**config.mk**
```make
export PLATFORM = sky130hd
export DESIGN_NAME = fp_add_ctrl
export DESIGN_NICKNAME = d
export VERILOG_FILES = /design/src/rtl/fp_add_pkg.sv /design/src/rtl/fp_step_counter.sv /design/src/rtl/fp_add_ctrl.sv
export SDC_FILE = /design/constraint.sdc
export NUM_CORES = 1
export LEC_CHECK = 0
export CAP_MARGIN = 5
export CORE_MARGIN = 3
export CORE_UTILIZATION = 28
export DETAILED_ROUTE_END_ITERATION = 12
export PLACE_DENSITY = 0.63
export SLEW_MARGIN = 30
export SYNTH_ARGS = -nofsm -noshare
export SYNTH_HDL_FRONTEND = slang
export SYNTH_SLANG_ARGS = --single-unit
```
**constraint.sdc**
```tcl
create_clock -name clk -period 5.5 [get_ports clk]
set_clock_uncertainty 0.2 [all_clocks]
set_input_delay 1.1 -clock clk [delete_from_list [all_inputs] [get_ports clk]]
set_output_delay 1.1 -clock clk [all_outputs]
set_load 0.03 [all_outputs]
```
**src/rtl/fp_add_pkg.sv**
```systemverilog
// Shared constants and state codes for the floating-point adder control path.
package fp_add_pkg;

    localparam int EXP_W     = 8;
    localparam int MANT_W    = 24;
    localparam int MAX_ALIGN = MANT_W + 2;
    localparam logic [EXP_W-1:0] EXP_MAX_FINITE = 8'd254;

    typedef logic [2:0] state_t;

    localparam state_t S_IDLE  = 3'd0;
    localparam state_t S_LOAD  = 3'd1;
    localparam state_t S_CMP   = 3'd2;
    localparam state_t S_ALIGN = 3'd3;
    localparam state_t S_ADD   = 3'd4;
    localparam state_t S_NORM  = 3'd5;
    localparam state_t S_DONE  = 3'd6;

endpackage

```
**src/rtl/fp_step_counter.sv**
```systemverilog
// Loadable up/down step counter; a load larger than SAT is clamped to SAT.
module fp_step_counter #(
    parameter int W    = 5,
    parameter int IN_W = 8,
    parameter int SAT  = 26
) (
    input  logic            clk,
    input  logic            clear_n,
    input  logic            load,
    input  logic [IN_W-1:0] load_val,
    input  logic            inc,
    input  logic            dec,
    output logic [W-1:0]    cnt
);

    localparam logic [IN_W-1:0] SAT_IN = IN_W'(SAT);
    localparam logic [W-1:0]    SAT_W  = W'(SAT);

    always_ff @(posedge clk or negedge clear_n) begin
        if (!clear_n)
            cnt <= '0;
        else if (load)
            cnt <= (load_val > SAT_IN) ? SAT_W : W'(load_val);
        else if (inc)
            cnt <= cnt + 1'b1;
        else if (dec)
            cnt <= cnt - 1'b1;
    end

endmodule

```
**src/rtl/fp_add_ctrl.sv**
```systemverilog
// Control FSM for the FP adder: load, compare, align, add, normalize, done.
// Strobes are decoded from the current state; NORM also looks at sum status.
module fp_add_ctrl #(
    parameter int EXP_W  = 8,
    parameter int MANT_W = 24,
    parameter int CNT_W  = 5
) (
    input  logic             clk,
    input  logic             clear_n,
    input  logic             start,
    input  logic             exp_a_ge_b,
    input  logic [EXP_W-1:0] exp_diff,
    input  logic             special,
    input  logic             sum_carry,
    input  logic             sum_msb,
    input  logic             sum_zero,
    input  logic [EXP_W-1:0] exp_cur,
    output logic             load_ops,
    output logic             load_exp,
    output logic             exp_sel,
    output logic             clear_exp,
    output logic             shift_small,
    output logic             add_en,
    output logic             norm_right,
    output logic             norm_left,
    output logic             exp_inc,
    output logic             exp_dec,
    output logic             load_result,
    output logic             busy,
    output logic             done,
    output logic             overflow,
    output logic             underflow,
    output logic             zero_res
);

    import fp_add_pkg::*;

    state_t           state, nxt;
    logic [CNT_W-1:0] acnt, ncnt;
    logic             set_ovf, set_unf, set_zero;
    logic             accept;

    fp_step_counter #(.W(CNT_W), .IN_W(EXP_W), .SAT(MAX_ALIGN)) u_align_cnt (
        .clk      (clk),
        .clear_n  (clear_n),
        .load     (state == S_CMP),
        .load_val (exp_diff),
        .inc      (1'b0),
        .dec      (state == S_ALIGN),
        .cnt      (acnt)
    );

    fp_step_counter #(.W(CNT_W), .IN_W(EXP_W), .SAT(MANT_W-1)) u_norm_cnt (
        .clk      (clk),
        .clear_n  (clear_n),
        .load     (state == S_ADD),
        .load_val ('0),
        .inc      (norm_left),
        .dec      (1'b0),
        .cnt      (ncnt)
    );

    assign accept = (state == S_IDLE) && start;
    assign busy   = (state != S_IDLE);

    always_ff @(posedge clk or negedge clear_n) begin
        if (!clear_n)
            state <= S_IDLE;
        else
            state <= nxt;
    end

    always_comb begin
        nxt         = state;
        load_ops    = 1'b0;
        load_exp    = 1'b0;
        exp_sel     = 1'b0;
        clear_exp   = 1'b0;
        shift_small = 1'b0;
        add_en      = 1'b0;
        norm_right  = 1'b0;
        norm_left   = 1'b0;
        exp_inc     = 1'b0;
        exp_dec     = 1'b0;
        load_result = 1'b0;
        done        = 1'b0;
        set_ovf     = 1'b0;
        set_unf     = 1'b0;
        set_zero    = 1'b0;
        case (state)
            S_IDLE: if (start) nxt = S_LOAD;
            S_LOAD: begin
                load_ops = 1'b1;
                nxt      = S_CMP;
            end
            S_CMP: begin
                load_exp = 1'b1;
                exp_sel  = exp_a_ge_b;
                if (special)
                    nxt = S_DONE;
                else if (exp_diff == '0)
                    nxt = S_ADD;
                else
                    nxt = S_ALIGN;
            end
            S_ALIGN: begin
                shift_small = 1'b1;
                if (acnt == CNT_W'(1)) nxt = S_ADD;
            end
            S_ADD: begin
                add_en = 1'b1;
                nxt    = S_NORM;
            end
            S_NORM: begin
                if (sum_zero) begin
                    clear_exp = 1'b1;
                    set_zero  = 1'b1;
                    nxt       = S_DONE;
                end else if (sum_carry) begin
                    // carry shift stays in NORM so the shifted sum is re-checked
                    norm_right = 1'b1;
                    exp_inc    = 1'b1;
                    if (exp_cur == EXP_MAX_FINITE) begin
                        set_ovf = 1'b1;
                        nxt     = S_DONE;
                    end
                end else if (sum_msb) begin
                    nxt = S_DONE;
                end else if (exp_cur <= EXP_W'(1)) begin
                    set_unf = 1'b1;
                    nxt     = S_DONE;
                end else begin
                    norm_left = 1'b1;
                    exp_dec   = 1'b1;
                    if (ncnt == CNT_W'(MANT_W-2)) nxt = S_DONE;
                end
            end
            S_DONE: begin
                done        = 1'b1;
                load_result = 1'b1;
                nxt         = S_IDLE;
            end
            default: nxt = S_IDLE;
        endcase
    end

    always_ff @(posedge clk or negedge clear_n) begin
        if (!clear_n) begin
            overflow  <= 1'b0;
            underflow <= 1'b0;
            zero_res  <= 1'b0;
        end else if (accept) begin
            overflow  <= 1'b0;
            underflow <= 1'b0;
            zero_res  <= 1'b0;
        end else begin
            overflow  <= overflow  | set_ovf;
            underflow <= underflow | set_unf;
            zero_res  <= zero_res  | set_zero;
        end
    end

endmodule
```
==> parameters.txt, run 1 <==
Parameter                              Value

Detailed routing
  First-pass DRT Iterations    4
  ANT nets after route    0
  DRC violation total after the first TritonRoute iteration    27
  Wirelength, routed    2600 µm
  Post-DR vias/cell    5.09
  Via count    1029
  Remaining routing DRC violations    0
  Detail-routed net length per standard cell    12.9 µm

Synthesis
  Synth Area in Adders    4.66%
  Post-synthesis instance area    1070 µm²
  Share of async-settable or async-resettable flops after synthesis    100%
  Cell with the most instances after synthesis    sky130_fd_sc_hd__dfrtp_1
  Number of distinct library cells after synthesis    43
  Fraction of the mapped netlist area in compound gates    22.0%
  Number of warning messages in the yosys log    0
  Share of synthesized area spent on multiplexers    2.33%
  Post-synth EDFFs    0
  Synthesis-stage register bit count    16
  Sequential share of the synthesized area    37.3%
  Main synth FF type    sky130_fd_sc_hd__dfrtp_1
  Area contributors post-synth    sky130_fd_sc_hd__dfrtp_1, sky130_fd_sc_hd__a21oi_1, sky130_fd_sc_hd__ha_1
  Number of instances in the synthesized netlist    121
  Most frequent cells after synthesis    sky130_fd_sc_hd__dfrtp_1, sky130_fd_sc_hd__nor2_1, sky130_fd_sc_hd__a21oi_1
  Combinational family with the most area after synthesis    simple AND/OR/NAND/NOR gates
  Post-synthesis cell type with the largest combined area    sky130_fd_sc_hd__dfrtp_1
  Post-synthesis simple-gate area fraction    25.7%
  Area fraction of the dominant cell type after synthesis    37.3%
  Syn nets    149
  Fraction of synthesized cell area in xor and xnor cells    0.815%
  Avg Synthesized Cell Area    8.88 µm²

STA
  Final setup violating endpoints    0
  Post-Route Setup TNS    0 ns
  Clock period minus final worst setup slack    4.39 ns
  Number of hold-slack violations in the final timing report    0
  Fmax    228 MHz
  Setup repair after global routing missed its margin    false
  Transition at the pin with the smallest max-transition slack    0.733 ns
  Final critical-path share of the clock period    79.9%
  Final-report max-slew violation count    0
  Slew HR    51.0%

Min path
  Hold Path Class    reg -> reg

Clock tree
  Post CTS Setup Buffer Count    0
  Worst-case clock buffer depth    2
  Clock transition at the register clock pins on the worst setup and hold paths after CTS    0.06 ns
  Count of cells resized by post-cts repair    0
  TritonCTS clock tree    built
  Num CTS Buffers    3
  CTS Sinks    16
  Number of hold buffers added after cts    0
  Number of levels the H-tree was split into    1
  Clock latency on the worst-skew pair    0.24 ns
  Clock Root Buffer    sky130_fd_sc_hd__clkbuf_8

Worst setup path
  Critical path's largest stage delay    0.60 ns
  Worst endpoint data arrival time    3.09 ns
  Cell occurring most often along the worst timing path    sky130_fd_sc_hd__clkdlybuf4s50_1
  CP Data Required Time    4.20 ns
  CP delay by family, top    buffers and inverters
  CP Launch Type    primary input
  Largest fanout on the critical path    8
  Critical Setup Path Class    in -> out
  Worst-path cell with the longest stage delay    sky130_fd_sc_hd__clkdlybuf4s50_1
  Sort of element at the end of the critical path    primary output
  CP Cell Sequence    clkdlybuf4s50_1 -> or4_4 -> o211ai_4 -> inv_1 -> clkdlybuf4s50_1
  Buffers plus inverters on the worst setup path    3

Place
  Input/output buffers    39
  Placement Cell Area    1480 µm²
  DP HPWL    2080 µm
  Routability Congestion    0.800

Cells and area
  Fill cell instance count of the final layout    375
  Share of layout cells above drive strength 1    6.41%
  Antenna Diode Count    0
  Post-route cell area    1530 µm²
  Area growth syn-to-layout    42.7%
  Net count, final    185
  Fraction of the core area covered by cells at the end of the flow    43.6%

Floorplan
  Initial core utilization    30.5%
  Chip height    68.0 µm
  Full die area    4620 µm²
  Floorplan Core Area    3520 µm²
  Top-Level Pins    40
  Width of the die    68.0 µm
  Number of core rows    21

Global route
  Global-route wire length before repair    4150 µm
  All-layer global routing usage    11.4%
  Antenna violations before repair    0
  Remaining global-route overflow    0
  Maximum number of pins on one net before global-route repair    20
  Number of global-route vias before repair    1056

Power and ir drop
  Proportion of power drawn by the clock network    16.2%
  PwrDens    410 nW/µm²
  Sequential cell fraction of total power    34.3%
  Largest vdd supply drop    146 µV
  Power share of the combinational group    49.5%
  Leakage power summed over all cells    0.000628 µW
  Switching part of the total    42.6%
  Switching power of the nets    268 µW
  Internal power contribution    361 µW

Run
  Count of maximum capacitance violations    0

Outcome
  Result of the run    finished, final reports clean
-- logic make-up after synthesis --
logic type | count (synthesis)
AOI/OAI and AO/OA | 34
xor gates and xnor gates | 1
muxes | 2
adders and majority gates | 4
DFF | 16
buffers and inverters | 17
and+or+nand+nor | 47
-- state kept, by name, summed over array words and instances (netlist names) --
name / cells
overflow: 1
state: 3
u_align_cnt.cnt: 5
u_norm_cnt.cnt: 5
underflow: 1
zero_res: 1
-- area by class of cell --
cell class                      instances  area (µm²)  area share (%)
Clock buffer                            4        55.1            3.59
Timing Repair Buffer                   39         390            25.4
Sequential cell                        16         400            26.1
Tap cell                               46        57.6            3.75
Multi-Input combinational cell         88         597            38.9
Inverter                                9        33.8            2.20
-- worst min-delay path: stages, from the launching register on --
cell	delay, ns
sky130_fd_sc_hd__dfrtp_1	0.34
sky130_fd_sc_hd__a31oi_1	0.04
sky130_fd_sc_hd__a21oi_1	0.10
-- metal layers --
metal,global-route usage [%],routed length [µm],vias up
met5,0,0,-
met4,4.22,11,0
met3,3.12,216,2
met2,20.0,1260,32
met1,13.2,1110,479
li1,-,-,516
-- cells in the final DEF, fill, tap and decap left out, types with 3 or more instances in the layout --
master | Yosys | layout
sky130_fd_sc_hd__or4_1 | 3 | 3
sky130_fd_sc_hd__nand3_1 | 7 | 7
sky130_fd_sc_hd__clkbuf_8 | 0 | 4
sky130_fd_sc_hd__nand2_1 | 3 | 3
sky130_fd_sc_hd__and2_1 | 3 | 3
sky130_fd_sc_hd__ha_1 | 4 | 4
sky130_fd_sc_hd__clkdlybuf4s50_1 | 0 | 39
sky130_fd_sc_hd__nor2_1 | 11 | 11
sky130_fd_sc_hd__o21ai_0 | 8 | 8
sky130_fd_sc_hd__a21oi_1 | 10 | 10
sky130_fd_sc_hd__or3_1 | 3 | 3
sky130_fd_sc_hd__inv_1 | 9 | 9
sky130_fd_sc_hd__nand2b_1 | 3 | 3
sky130_fd_sc_hd__nor3_1 | 3 | 3
sky130_fd_sc_hd__dfrtp_1 | 16 | 16
-- per-stage QoR --
stage / cells / hold slack (ns) / total power [µW] / worst slack [ns]
final: 202 / 0.321 / 629 / 1.11
after floorplan: 121 / 0.268 / 427 / 1.87
after detailed placement: 198 / 0.316 / 532 / 1.10
after global placement: 198 / 0.300 / 524 / 1.14
after CTS: 202 / 0.329 / 637 / 1.10
after global routing: 202 / 0.348 / 681 / 1.01
-- worst paths after layout --
kind / startpoint / end / slack, ns / cells after the start
min in group asynchronous: clear_n / u_align_cnt.cnt[3] / 1.09 / 1
max in group asynchronous: clear_n / u_norm_cnt.cnt[0] / 3.55 / 1
setup reg to reg: u_align_cnt.cnt[1] / state[0] / 3.37 / 6
hold reg to reg: underflow / underflow / 0.32 / 2
setup / recovery: exp_cur[5] / exp_dec / 1.11 / 5
hold / removal: underflow / underflow / 0.32 / 2
-- power groups by stage --
| stage | Combinational (µW) | Clock, µW | Sequential [µW] |
|---|---|---|---|
| after floorplan | 242 | 0 | 184 |
| after global placement | 309 | 0 | 215 |
| after detailed placement | 315 | 0 | 217 |
| after CTS | 316 | 106 | 215 |
| after global routing | 345 | 111 | 225 |
| final | 312 | 102 | 216 |
No activity file was read; power rests on OpenSTA's default activity.
==> inputs of run 2 (changes only) <==
==> constraint.sdc (replaced) <==
create_clock -name clk -period 4.45 [get_ports clk]
set_clock_uncertainty 0.2 [all_clocks]
set_input_delay 0.89 -clock clk [delete_from_list [all_inputs] [get_ports clk]]
set_output_delay 0.89 -clock clk [all_outputs]
set_load 0.03 [all_outputs]
==> run 2 against run 1 <==
  * First-iteration DRC count rose by 70%
  * Sequential power rose by 24%
  * Critical path depth unchanged
  * Clock power grew 4%
  * Worst hold slack got worse by 0.017 ns
  * Design area is 0.41% lower
  * Combinational power grew 27%
  * Utilization down 0.18 points
  * Non-clock buffer count is 1 higher
  * Setup slack worse by 0.65 ns
==> parameters.txt, run 2 (synthesis gave the netlist of run 1 again) <==
Parameter                              Value

Cells and area
  Antenna Diode Count    0 (unchanged)
  Most common cell after layout, fill and taps aside    sky130_fd_sc_hd__clkdlybuf4s50_1
  Filler-free cell count of the finished design    202 (unchanged)
  Regs by FF count    u_align_cnt.cnt (5), u_norm_cnt.cnt (5), state (3)
  Fill cell instance count of the final layout    372 (-0.80%)
  Area growth syn-to-layout    42.1%
  Share of layout cells above drive strength 1    6.41% (unchanged)
  Net count, final    186 (+0.54%)
  Commonest cells after routing, fill and taps aside    sky130_fd_sc_hd__clkdlybuf4s50_1, sky130_fd_sc_hd__dfrtp_1, sky130_fd_sc_hd__nor2_1, sky130_fd_sc_hd__a21oi_1, sky130_fd_sc_hd__inv_1

Run
  Count of maximum capacitance violations    0 (unchanged)

Detailed routing
  Wirelength, routed    2680 µm (+3.2%)
  First-pass DRT Iterations    4 (unchanged)
  Detail-routed net length per standard cell    13.3 µm (+3.2%)
  Remaining routing DRC violations    0 (unchanged)
  ANT nets after route    0 (unchanged)
  Via count    1047 (+1.7%)
  DRC violation total after the first TritonRoute iteration    46 (+70%)
  Post-DR vias/cell    5.18 (+1.7%)

Power and ir drop
  PwrDens    504 nW/µm² (+23%)
  Leakage power summed over all cells    0.000626 µW (-0.32%)
  Largest vdd supply drop    176 µV (+21%)

Floorplan
  Full die area    4620 µm² (unchanged)
  Top-Level Pins    40 (unchanged)
  Floorplan Core Area    3520 µm² (unchanged)
  Chip height    68.0 µm (unchanged)
  Number of core rows    21 (unchanged)
  Initial core utilization    30.5% (unchanged)
  Width of the die    68.0 µm (unchanged)

Clock tree
  Number of hold buffers added after cts    0 (unchanged)
  Clock Root Buffer    sky130_fd_sc_hd__clkbuf_8
  Clock transition at the register clock pins on the worst setup and hold paths after CTS    0.06 ns (about the same)
  Clock latency on the worst-skew pair    0.24 ns (about the same)
  CTS Sinks    16 (unchanged)
  TritonCTS clock tree    built
  Number of levels the H-tree was split into    1 (unchanged)
  Count of cells resized by post-cts repair    0 (unchanged)
  Num CTS Buffers    3 (unchanged)
  Worst-case clock buffer depth    2 (unchanged)
  Post CTS Setup Buffer Count    0 (unchanged)

STA
  Hold Worst Slack    0.304 ns (-0.0165 ns)
  Setup repair after global routing missed its margin    false
  Number of hold-slack violations in the final timing report    0 (unchanged)
  Final-report max-slew violation count    0 (unchanged)
  Final setup violating endpoints    0 (unchanged)
  Slew HR    48.8% (-2.2 points)
  Clock period minus final worst setup slack    3.99 ns
  Transition at the pin with the smallest max-transition slack    0.766 ns (+0.0329 ns)
  Final critical-path share of the clock period    89.6%
  PnR worst setup slack    0.461 ns (-0.646 ns)
  Post-Route Setup TNS    0 ns (unchanged)
  Fmax    251 MHz

Worst setup path
  Setup slack of the worst register-to-register path    2.25 ns (-1.12 ns)
  CP Data Required Time    3.36 ns (-0.84 ns)
  Largest fanout on the critical path    8 (unchanged)
  Critical Setup Path Class    in -> out
  CP Launch Type    primary input
  Worst endpoint data arrival time    2.90 ns (-0.19 ns)
  Sort of element at the end of the critical path    primary output
  Worst Reg2Reg Path Length in Cells    6 (unchanged)

Global route
  Global-route wire length before repair    4380 µm (+5.5%)
  Maximum number of pins on one net before global-route repair    20 (unchanged)
  Remaining global-route overflow    0 (unchanged)
  Antenna violations before repair    0 (unchanged)
  Number of global-route vias before repair    1044 (-1.1%)
  All-layer global routing usage    12.1% (+0.74 points)

Place
  Input/output buffers    39 (unchanged)
  Placed Cells incl. Taps    199 (+0.51%)
  DP HPWL    2110 µm (+1.4%)
  Worst slack, placed    0.450 ns (-0.645 ns)
  Routability Congestion    0.801 (+0.21%)

Outcome
  Result of the run    finished, final reports clean

Min path
  Hold Path Stages    1 (-1)
  Hold Path Class    reg -> reg
## run 2: cell type report
class / instances / area (µm²) / share of cell area [%]
inverters: 9 / 33.8 / 2.21
repair buffers: 40 / 398 / 26.0
well taps: 46 / 57.6 / 3.77
flip-flops and latches: 16 / 400 / 26.2
clock buffers: 3 / 41.3 / 2.70
multi-input cells: 88 / 597 / 39.1
## run 2: metrics by stage
step           total power, µW  area (µm²)  util, %
2_1_floorplan              527        1070        -
3_3_place_gp               655        1490     42.2
3_5_place_dp               668        1490     42.2
4_1_cts                    777        1530     43.4
5_1_grt                    834        1530     43.4
6_report                   770        1530     43.4
## run 2: worst max-delay path: stages
cell and delay [ns]:
sky130_fd_sc_hd__clkdlybuf4s50_1 0.42, sky130_fd_sc_hd__or4_4 0.58, sky130_fd_sc_hd__o211ai_4 0.32, sky130_fd_sc_hd__inv_1 0.09, sky130_fd_sc_hd__clkdlybuf4s50_1 0.60
## run 2: final timing paths
path,from,end
worst max-delay path,exp_cur[5],exp_dec
worst min-delay path,u_norm_cnt.cnt[3],u_norm_cnt.cnt[3]
worst max register to register,u_align_cnt.cnt[1],state[0]
worst min register to register,u_norm_cnt.cnt[3],u_norm_cnt.cnt[3]
max in group asynchronous,clear_n,u_norm_cnt.cnt[3]
min in group asynchronous,clear_n,u_norm_cnt.cnt[4]
## run 2: power breakdown
part / switching (µW) / leakage [µW] / internal (µW) / total [µW]
clock network: 46.1 / 0.0000216 / 59.9 / 106
registers: 75.8 / 0.000208 / 191 / 267
logic: 214 / 0.000397 / 182 / 397
## run 2: metal layers
layer | GRT usage, % | vias to the layer above | part of all wire, %
met4 | 2.98 | 0 | 0.22
li1 | - | 516 | -
met3 | 2.96 | 2 | 8.4
met5 | 0 | - | 0
met1 | 14.5 | 493 | 44
met2 | 21.7 | 36 | 48
==> inputs of run 3 (changes only) <==
--- a/config.mk
+++ b/config.mk
@@ -9,7 +9,8 @@
 export CORE_MARGIN = 3
 export CORE_UTILIZATION = 28
 export DETAILED_ROUTE_END_ITERATION = 12
-export PLACE_DENSITY = 0.63
+export DONT_BUFFER_PORTS = 1
+export PLACE_DENSITY = 0.49
 export SLEW_MARGIN = 30
 export SYNTH_ARGS = -nofsm -noshare
 export SYNTH_HDL_FRONTEND = slang
==> run 3 against run 2 <==
  * Maximum frequency increased by 27%
  * Non-clock buffer count down 39
  * Design area shrank 24%
  * Die area unchanged
  * Global-route usage down 1.2 points
  * Sequential cell count stayed put
  * Combinational power shrank 25%
  * Sequential power rose by 3%
  * Worst hold slack worse by 0.18 ns
  * Utilization shrank 11 points
==> parameters.txt, run 3 (synthesis gave the netlist of run 1 again) <==
Parameter                              Value

Power and ir drop
  Final Power    705 µW (-8.4%)
  Leakage power summed over all cells    0.000489 µW (-22%)
  PwrDens    610 nW/µm² (+21%)
  Largest vdd supply drop    290 µV (+65%)

Cells and area
  Commonest cells after routing, fill and taps aside    sky130_fd_sc_hd__dfrtp_1, sky130_fd_sc_hd__nor2_1, sky130_fd_sc_hd__a21oi_1, sky130_fd_sc_hd__inv_1, sky130_fd_sc_hd__o21ai_0
  Area growth syn-to-layout    7.57%
  Net count, final    147 (-21%)
  Regs by FF count    u_align_cnt.cnt (5), u_norm_cnt.cnt (5), state (3)
  Most common cell after layout, fill and taps aside    sky130_fd_sc_hd__dfrtp_1
  Antenna Diode Count    0 (unchanged)
  Share of layout cells above drive strength 1    10.2% (+3.8 points)

Global route
  Remaining global-route overflow    0 (unchanged)
  All-layer global routing usage    10.9% (-1.2 points)
  Antenna violations before repair    0 (unchanged)
  Maximum number of pins on one net before global-route repair    20 (unchanged)
  Global-route wire length before repair    3820 µm (-13%)
  Number of global-route vias before repair    863 (-17%)

Floorplan
  Width of the die    68.0 µm (unchanged)
  Top-Level Pins    40 (unchanged)
  Number of core rows    21 (unchanged)
  Floorplan Core Area    3520 µm² (unchanged)
  Chip height    68.0 µm (unchanged)
  Full die area    4620 µm² (unchanged)
  Initial core utilization    30.5% (unchanged)

Detailed routing
  DRC violation total after the first TritonRoute iteration    49 (+6.5%)
  Via count    905 (-14%)
  Detail-routed net length per standard cell    14.5 µm (+9.0%)
  Post-DR vias/cell    5.52 (+6.5%)
  Remaining routing DRC violations    0 (unchanged)
  ANT nets after route    0 (unchanged)
  Wirelength, routed    2370 µm (-11%)
  First-pass DRT Iterations    4 (unchanged)

Run
  Count of maximum capacitance violations    0 (unchanged)

Clock tree
  CTS Sinks    16 (unchanged)
  Number of hold buffers added after cts    0 (unchanged)
  Count of cells resized by post-cts repair    0 (unchanged)
  Post CTS Setup Buffer Count    0 (unchanged)
  Clock transition at the register clock pins on the worst setup and hold paths after CTS    0.07 ns (about the same)
  Clock Root Buffer    sky130_fd_sc_hd__clkbuf_8
  Num CTS Buffers    3 (unchanged)
  Number of levels the H-tree was split into    1 (unchanged)
  TritonCTS clock tree    built
  Worst-case clock buffer depth    2 (unchanged)
  Clock latency on the worst-skew pair    0.25 ns (about the same)

Worst setup path
  Critical Setup Path Class    in -> out
  CP Data Required Time    3.36 ns (about the same)
  Sort of element at the end of the critical path    primary output
  CP Launch Type    primary input
  Largest fanout on the critical path    8 (unchanged)
  Worst endpoint data arrival time    2.05 ns (-0.85 ns)

Place
  Routability Congestion    0.758 (-5.4%)
  DP HPWL    1830 µm (-13%)
  Input/output buffers    0 (-100%)

STA
  Slew HR    32.9% (-16 points)
  Final setup violating endpoints    0 (unchanged)
  Transition at the pin with the smallest max-transition slack    1.00 ns (+0.236 ns)
  Clock period minus final worst setup slack    3.14 ns (-0.850 ns)
  Post-Route Setup TNS    0 ns (unchanged)
  Setup repair after global routing missed its margin    false
  Final-report max-slew violation count    0 (unchanged)
  Number of hold-slack violations in the final timing report    0 (unchanged)
  Final critical-path share of the clock period    70.5% (-19 points)
  Fmax    319 MHz (+27%)

Min path
  Hold Path Class    in -> async

Outcome
  Result of the run    finished, final reports clean
-- run 3: cell count changes in the layout (fill, tap and decap cells not counted) --
cell,change
sky130_fd_sc_hd__clkdlybuf4s50_1,-39
sky130_fd_sc_hd__clkbuf_8,+1
sky130_fd_sc_hd__nor3b_1,-1
sky130_fd_sc_hd__nor3b_2,+1
-- run 3: report_power, final --
part,switching (µW),internal (µW),leakage [µW]
logic,188,111,0.000253
registers,83.6,191,0.000208
clock network,52.7,78.5,0.0000288
total,325,380,0.000489
-- run 3: final timing paths --
check                      slack, ns                  to  cells past startpoint              start
max                             1.31             exp_dec                      3         exp_cur[5]
min                             0.13  u_align_cnt.cnt[1]                      0            clear_n
max reg2reg                     2.23            overflow                      4           state[0]
min reg2reg                     0.31   u_norm_cnt.cnt[3]                      1  u_norm_cnt.cnt[3]
max in group asynchronous       3.85            zero_res                      0            clear_n
min in group clk                0.31   u_norm_cnt.cnt[3]                      1  u_norm_cnt.cnt[3]
-- run 3: metrics by stage --
step	utilization, %	area [µm²]	cells	hold slack [ns]	setup slack [ns]
after floorplan	-	1070	121	0.268	1.24
after global placement	31.3	1100	160	0.296	1.31
after detailed placement	31.3	1100	160	0.297	1.31
after CTS	32.8	1160	164	0.121	1.30
after global routing	32.8	1160	164	0.108	1.27
final	32.8	1160	164	0.128	1.31
-- run 3: per-layer routing --
layer	vias to the layer above	GRT usage [%]	share of wire, %
met3	2	4.11	9.1
li1	438	-	-
met5	-	0	0
met2	39	18.8	47
met4	0	2.23	0.46
met1	426	12.9	44
-- run 3: area by class of cell --
type / instances / area (µm²)
sequential: 16 / 400
tap: 46 / 57.6
clock buffer: 4 / 55.1
inverter: 9 / 33.8
multi-input combinational: 88 / 602
timing repair buffer: 1 / 7.51
fill: 373 / 2360
-- run 3: worst max-delay path, stage by stage --
cell and delay, ns:
sky130_fd_sc_hd__or4_4 0.55, sky130_fd_sc_hd__o211ai_4 0.29, sky130_fd_sc_hd__inv_1 0.31
